--- config.mk ---
export PLATFORM = sky130hd
export DESIGN_NAME = mem_bus_arbiter
export DESIGN_NICKNAME = d
export VERILOG_FILES = /design/src/rtl/mem_bus_arbiter.sv
export SDC_FILE = /design/constraint.sdc
export NUM_CORES = 1
export LEC_CHECK = 0
export BUFFER_PORTS_ARGS = -buffer_cell sky130_fd_sc_hd__buf_2
export CORE_MARGIN = 2
export CORE_UTILIZATION = 40
export DETAILED_ROUTE_END_ITERATION = 6
export PLACE_DENSITY = 0.81
export SYNTH_ARGS = -nofsm -noshare
export SYNTH_HDL_FRONTEND = slang
export SYNTH_SLANG_ARGS = --single-unit
--- constraint.sdc ---
create_clock -name clk -period 1.8 [get_ports clk]
set_input_delay 0.09 -clock clk [delete_from_list [all_inputs] [get_ports clk]]
set_output_delay 0.09 -clock clk [all_outputs]
set_load 0.005 [all_outputs]
--- src/rtl/mem_bus_arbiter.sv ---
// Round-robin arbiter sharing one memory port among NUM_MASTERS requesters.
// Optional BUSY watchdog enabled by defining ARB_TIMEOUT_EN.
module mem_bus_arbiter #(
  parameter int NUM_MASTERS    = 2,
  parameter int ADDR_WIDTH     = 32,
  parameter int DATA_WIDTH     = 32,
  parameter int TIMEOUT_CYCLES = 16
) (
  input  logic                              clk,
  input  logic                              rst_n,
  input  logic [NUM_MASTERS-1:0]            m_rd_en_i,
  input  logic [NUM_MASTERS-1:0]            m_wr_en_i,
  input  logic [NUM_MASTERS*ADDR_WIDTH-1:0] m_addr_i,
  input  logic [NUM_MASTERS*DATA_WIDTH-1:0] m_data_i,
  output logic [DATA_WIDTH-1:0]             m_data_o,
  output logic [NUM_MASTERS-1:0]            m_ack_o,
  output logic                              err_o,
  output logic [NUM_MASTERS-1:0]            grant_o,
  output logic                              mem_rd_en_o,
  output logic                              mem_wr_en_o,
  output logic [ADDR_WIDTH-1:0]             mem_addr_o,
  output logic [DATA_WIDTH-1:0]             mem_data_o,
  input  logic [DATA_WIDTH-1:0]             mem_data_i,
  input  logic                              mem_ack_i
);

  localparam int          IDX_W = (NUM_MASTERS > 1) ? $clog2(NUM_MASTERS) : 1;
  localparam int          PAD_N = 1 << IDX_W;
  localparam int unsigned NM    = NUM_MASTERS;

  typedef enum logic [1:0] {IDLE, BUSY, RESP} state_t;

  state_t                 state_q, state_d;
  logic [IDX_W-1:0]       last_q, last_d;
  logic [NUM_MASTERS-1:0] grant_q, grant_d;
  logic [NUM_MASTERS-1:0] ack_q, ack_d;
  logic                   rd_q, rd_d;
  logic                   wr_q, wr_d;
  logic [ADDR_WIDTH-1:0]  addr_q, addr_d;
  logic [DATA_WIDTH-1:0]  wdata_q, wdata_d;
  logic [DATA_WIDTH-1:0]  rdata_q, rdata_d;

  // Request vectors padded to a power of two so any index value is in range.
  logic [PAD_N-1:0]       req_pad, wr_pad;
  logic [IDX_W-1:0]       win_idx;
  logic                   win_found;

  always_comb begin
    req_pad = '0;
    wr_pad  = '0;
    req_pad[NUM_MASTERS-1:0] = m_rd_en_i | m_wr_en_i;
    wr_pad[NUM_MASTERS-1:0]  = m_wr_en_i;
  end

  always_comb begin
    int unsigned      c;
    logic [IDX_W-1:0] cand;
    win_idx   = last_q;
    win_found = 1'b0;
    c         = 0;
    cand      = '0;
    for (int unsigned i = 1; i <= NM; i++) begin
      c = 32'(last_q) + i;
      if (c >= NM) c = c - NM;
      cand = IDX_W'(c);
      if (!win_found && req_pad[cand]) begin
        win_found = 1'b1;
        win_idx   = cand;
      end
    end
  end

`ifdef ARB_TIMEOUT_EN
  localparam int TO_W = $clog2(TIMEOUT_CYCLES + 1);
  logic [TO_W-1:0] cnt_q, cnt_d;
  logic            err_q, err_d;
`endif

  always_comb begin
    state_d = state_q;
    last_d  = last_q;
    grant_d = grant_q;
    ack_d   = '0;
    rd_d    = rd_q;
    wr_d    = wr_q;
    addr_d  = addr_q;
    wdata_d = wdata_q;
    rdata_d = rdata_q;
`ifdef ARB_TIMEOUT_EN
    cnt_d   = cnt_q;
    err_d   = 1'b0;
`endif
    unique case (state_q)
      IDLE: begin
        if (win_found) begin
          last_d  = win_idx;
          grant_d = NUM_MASTERS'(1) << win_idx;
          wr_d    = wr_pad[win_idx];
          rd_d    = !wr_pad[win_idx];
          addr_d  = m_addr_i[win_idx*ADDR_WIDTH +: ADDR_WIDTH];
          wdata_d = m_data_i[win_idx*DATA_WIDTH +: DATA_WIDTH];
          state_d = BUSY;
`ifdef ARB_TIMEOUT_EN
          cnt_d   = '0;
`endif
        end
      end
      BUSY: begin
        if (mem_ack_i) begin
          if (!wr_q) rdata_d = mem_data_i;
          ack_d   = grant_q;
          rd_d    = 1'b0;
          wr_d    = 1'b0;
          state_d = RESP;
        end
`ifdef ARB_TIMEOUT_EN
        else if (cnt_q == TO_W'(TIMEOUT_CYCLES - 1)) begin
          rdata_d = '0;
          ack_d   = grant_q;
          err_d   = 1'b1;
          rd_d    = 1'b0;
          wr_d    = 1'b0;
          state_d = RESP;
        end else begin
          cnt_d = cnt_q + 1'b1;
        end
`endif
      end
      RESP: begin
        grant_d = '0;
        state_d = IDLE;
      end
      default: state_d = IDLE;
    endcase
  end

  always_ff @(posedge clk or negedge rst_n) begin
    if (!rst_n) begin
      state_q <= IDLE;
      last_q  <= IDX_W'(NUM_MASTERS - 1);
      grant_q <= '0;
      ack_q   <= '0;
      rd_q    <= 1'b0;
      wr_q    <= 1'b0;
      addr_q  <= '0;
      wdata_q <= '0;
      rdata_q <= '0;
`ifdef ARB_TIMEOUT_EN
      cnt_q   <= '0;
      err_q   <= 1'b0;
`endif
    end else begin
      state_q <= state_d;
      last_q  <= last_d;
      grant_q <= grant_d;
      ack_q   <= ack_d;
      rd_q    <= rd_d;
      wr_q    <= wr_d;
      addr_q  <= addr_d;
      wdata_q <= wdata_d;
      rdata_q <= rdata_d;
`ifdef ARB_TIMEOUT_EN
      cnt_q   <= cnt_d;
      err_q   <= err_d;
`endif
    end
  end

  assign m_data_o    = rdata_q;
  assign m_ack_o     = ack_q;
  assign grant_o     = grant_q;
  assign mem_rd_en_o = rd_q;
  assign mem_wr_en_o = wr_q;
  assign mem_addr_o  = addr_q;
  assign mem_data_o  = wdata_q;
`ifdef ARB_TIMEOUT_EN
  assign err_o       = err_q;
`else
  assign err_o       = 1'b0;
`endif

endmodule
* Yosys cells after proc, flatten, opt, wreduce, memory -nomap -nowiden
Cells that the tools add are included.
** Storage, ports and cells
- Word-level logic and storage cells :: 62
- Bits in registers :: 105
- Output and inout bits :: 103
- Input bits :: 167
** Operators by class
- Magnitude comparators :: 5
- Add/sub/neg operators :: 4
- Bitwise operators :: 2
- Mux-type cells :: 24
- Reduce and logical (&&, ||, !) cells :: 11
- Equality and inequality tests :: 4
- Shift operators :: 3
** Operators with widths (number)
- 64-bit by 7-bit indexed part select with 32-bit output :: 2
- 1-bit 2-to-1 mux :: 15
- 2-bit 2-to-1 mux :: 5
- 2-bit case mux with 2 select lines :: 2
- 1-bit by 2-bit less-than comparator with 1-bit output (second input constant) :: 3
- 2-bit AND reduction :: 3
- 3-bit AND reduction :: 2
- 2-bit inequality test (second input constant) :: 2
- 1-bit case mux with 2 select lines :: 2
- 2-bit nonzero test :: 2
- 1-bit by 2-bit adder with 3-bit output (second input constant) :: 1
- 3-bit by 2-bit greater-or-equal comparator with 1-bit output (second input constant) :: 1
- 1-bit by 1-bit adder with 2-bit output (second input constant) :: 1
- 2-bit by 1-bit equality test with 1-bit output (second input constant) :: 1
- 2-bit equality test (second input constant) :: 1
- 2-bit greater-or-equal comparator (second input constant) :: 1
- 1-bit zero test :: 2
- 2-bit zero test :: 1
- 2-bit bitwise OR :: 1
- 1-bit by 1-bit << shifter with 2-bit output (first input constant) :: 1
- 1-bit subtractor (second input constant) :: 2
- 1-bit logical AND :: 1
- 1-bit inverter :: 1

* Logic depth before layout (Yosys ltp)
- Word-level depth :: 14
- Gate-level depth with buffers :: 7
- Mapped depth without buffers :: 3

* Worst setup path before layout
No wires, ideal clock.
- Path kind :: flip-flop to flip-flop
- From :: register state_q[1]
- To :: register rdata_q[10], in the netlist m_data_o[10]
- Library setup time :: 0.125 ns
- Period minus slack after synthesis :: 1.655 ns
- Stages on the path, launching flop included :: 5
- Required time :: 1.675 ns
- Path slack :: 0.145 ns
- Path buffers :: 1
- Data arrival time :: 1.530 ns
- Cell sequence :: dfrtp_1 nand3b_1 nor2_1 clkbuf_1 mux2_2
** Between the ends
- Longest elaborated chain between the ends :: 2
** RTL lines
- start, declared :: line 33 : state_t state_q, state_d;
- start signal, assigned :: line 153 : state_q <= state_d;
- 2-bit by 1-bit equality test with 1-bit output :: line 93 : unique case (state_q)
- 3-bit AND reduction (no line)
- end signal, assigned :: line 161 : rdata_q <= rdata_d;
- end, declared :: line 41 : logic [DATA_WIDTH-1:0] rdata_q, rdata_d;
Every way passes these cells.
A chain may end at the register's enable or synchronous reset.

* Final worst setup path
- From :: register last_q
- To :: register addr_q[20], in the netlist mem_addr_o[20]
** Between the ends
- Longest elaborated chain between the ends :: 10
- Elaborated cells on any way between the ends :: 20
- Classes of those cells :: add/sub (4); order compare (2); shift (1); mux (10); reduce/logical (3)
** RTL lines
- start, declared :: line 34 : logic [IDX_W-1:0] last_q, last_d;
- start signal, assigned :: line 140 : last_q <= IDX_W'(NUM_MASTERS - 1);
- start signal, assigned :: line 154 : last_q <= last_d;
- parallel branches: the longest is 10 deep, another holds 1-bit by 2-bit adder with 3-bit output
- end signal, assigned :: line 159 : addr_q <= addr_d;
- end, declared :: line 39 : logic [ADDR_WIDTH-1:0] addr_q, addr_d;
Several ways; the timed one is not identified. The select of a mux whose other input is x is not followed.

==> results.txt <==
Crit. End Element: register
clk buf depth: 2
core area: 12000 um^2
Layout Cells excl Fill: 942
Hold WS: 9.57 ps
Hold Fails Final Rpt: 0
Placer Congestion: 0.817
Yosys reg bits: 105
number of port buffers: 268
CTS tree: yes
Pins Over Slew Limit: 0
Routed WL: 18.2 mm
RSZ-0062 raised after global routing: false
# resized after CTS: 0
leakage power: 3.40 nW
I/O pin count: 270
DRT Pass-1 Iters: 6
worst hold path class: in2reg
DRC: 0
Synth warnings: 0
most common cell after layout, fill and taps aside: buf_2
remaining antenna violation count: 0
Pwr per Cell Area: 1470 nW/um^2
standard-cell row count: 40
Initial Utilization: 40.9%
total global-route track usage: 26.8%
Final Skew: 11.2 ps
fmax: 621 MHz
Slew @ Worst Pin: 740 ps
antenna violations before repair: 0
Hold Path End: mem_addr_o[27]$_DFFE_PN0P_
Max-Cap Viols: 0
WP data arrival: 1860 ps
Post-CTS Setup Repair Bufs: 0
Worst VDD drop: 610 uV
commonest cells after routing, fill and taps aside: buf_2, a31oi_1, dfrtp_1
FF-to-FF Start: last_q$_DFFE_PN1P_
HP Start: m_addr_i[27]
clk sinks: 105
H-tree depth: 3
Ant. Diodes: 0
worst r2r path cells: 4
register-to-register setup slack: 190 ps
Netlist cell types: 27
vias in the first global route: 5363
Area Overhead vs Synth: 51.1%
# setup viols final: 0
first-pass GRT wire length: 27.7 mm
DR WL/cell: 19.3 um
Total Nets Final: 957
Reg clk slew, reported paths: 90 ps
Detail Placement HPWL: 10.9 mm
largest net degree at the start of global routing: 68
status: finished clean
violation count after the first detailed-route iteration: 588
insertion delay to the later sink of the worst-skew pair: 350 ps
Synth Net Count: 652
Post-Syn Instances: 485
Final TNS setup: 0 ps
Cells after DPL: 861
Tmin final: 1610 ps
Startpoint Class: register
sequential-to-total area share from yosys stat: 53.7%
hold buffer count at CTS: 62
vias: 5532
CTS buffer count: 9
crit share post-route: 89.4%
Via-to-Cell Ratio: 5.87
CTS root buf: clkbuf_16
Post-Syn Area: 4900 um^2
die area: 13100 um^2
layout cell share with drive strength beyond 1: 44.2%
Die X: 115 um
Worst Path Required: 2050 ps
hold path depth: 3
Relative slew margins: 50.7%
chip height: 115 um
Setup Crit Path Kind: reg2reg
grt ovf: 0
reg-to-reg critical path endpoint: mem_addr_o[20]$_DFFE_PN0P_
Avg Inst Size Synth: 10.1 um^2
Crit Path Max Fanout: 31
-- registers in the layout (all words and copies together), names as in the netlist --
register / flops
grant_o: 2
mem_addr_o: 32
last_q: 1
mem_wr_en_o: 1
mem_data_o: 32
mem_rd_en_o: 1
m_data_o: 32
state_q: 2
m_ack_o: 2
-- metrics by stage --
| step | setup WS, ps | cell area, um^2 | utilization [%] | power (mW) |
|---|---|---|---|---|
| 6_report | 191 | 7400 | 61.9 | 10.9 |
| 5_1_grt | 133 | 7400 | 61.9 | 11.6 |
| 4_1_cts | 213 | 7370 | 61.6 | 10.7 |
| 3_5_place_dp | 60.8 | 6450 | 53.9 | 8.62 |
| 3_3_place_gp | 96.0 | 6450 | 53.9 | 8.48 |
| 2_1_floorplan | 145 | 4900 | - | 6.47 |
-- synth_stat cells --
library cell  number  area (um^2)
o21a_1             1         7.51
a21boi_0           1         7.51
and3_1             1         6.26
o32a_1             1         10.0
inv_1              4         15.0
dfrtp_1          104         2600
nor2_1             2         7.51
buf_4              1         7.51
conb_1             1         3.75
nor3b_1            1         7.51
a221o_1            1         10.0
nand3b_1           1         7.51
o211a_1            1         10.0
mux2i_1            1         10.0
and2_1             3         18.8
buf_6              5         56.3
o21ai_0           66          330
dfstp_2            1         26.3
nor3_1             1         5.00
a31oi_1          128          801
clkbuf_1          56          210
nand3_1           64          320
or3_1              1         6.26
or4_1              1         7.51
a22o_1             1         8.76
mux2_2            34          383
nand2_1            3         11.3
-- final cells by class --
type                            count  area, um^2
Multi-Input combinational cell    314        2000
Fill cell                         954        4560
Inverter                            4        15.0
Clock inverter                      7        78.8
Sequential cell                   105        2630
Timing Repair Buffer              356        2270
Clock buffer                        9         225
Tap cell                          147         184
-- critical path, cell delays in order (launching register included) --
cell	delay, ps
dfstp_2	610
o21a_2	310
buf_12	200
o21ai_0	170
a31oi_1	210
-- cell families after synthesis --
kind of cell / Yosys count / share of synthesized area, %
mux: 35 / 8.02
simple gates: 78 / 8.13
other cells: 1 / 0.0766
buf+inv: 66 / 5.90
flops: 105 / 53.7
compound gates: 200 / 24.2
-- report_power, final --
group | switching, mW | total [mW] | internal, mW
Sequential | 0.695 | 4.21 | 3.52
Combinational | 2.42 | 4.68 | 2.26
Clock | 1.02 | 2.02 | 0.996
-- worst max path at each step --
| stage | end | depth (start not counted) | startpoint | slack [ps] |
|---|---|---|---|---|
| floorplan | m_data_o[10]$_DFFE_PN0P_ | 4 | state_q[1]$_DFFE_PN0P_ | 150 |
| global placement | grant_o[1]$_DFFE_PN0P_ | 5 | m_wr_en_i[0] | 100 |
| detailed placement | grant_o[1]$_DFFE_PN0P_ | 5 | m_wr_en_i[0] | 60 |
| CTS | mem_addr_o[20]$_DFFE_PN0P_ | 4 | last_q$_DFFE_PN1P_ | 210 |
| global route | mem_addr_o[20]$_DFFE_PN0P_ | 4 | last_q$_DFFE_PN1P_ | 130 |
| finish | mem_addr_o[20]$_DFFE_PN0P_ | 4 | last_q$_DFFE_PN1P_ | 190 |
-- routing by layer --
layer	vias to the layer above	routed length (um)	GRT usage, %
met1	2608	6720	31.7
met2	366	9130	45.7
met5	-	0	0
met4	0	889	14.4
met3	90	1480	5.45
li1	2468	-	-
(Power assumes the default switching activity.)
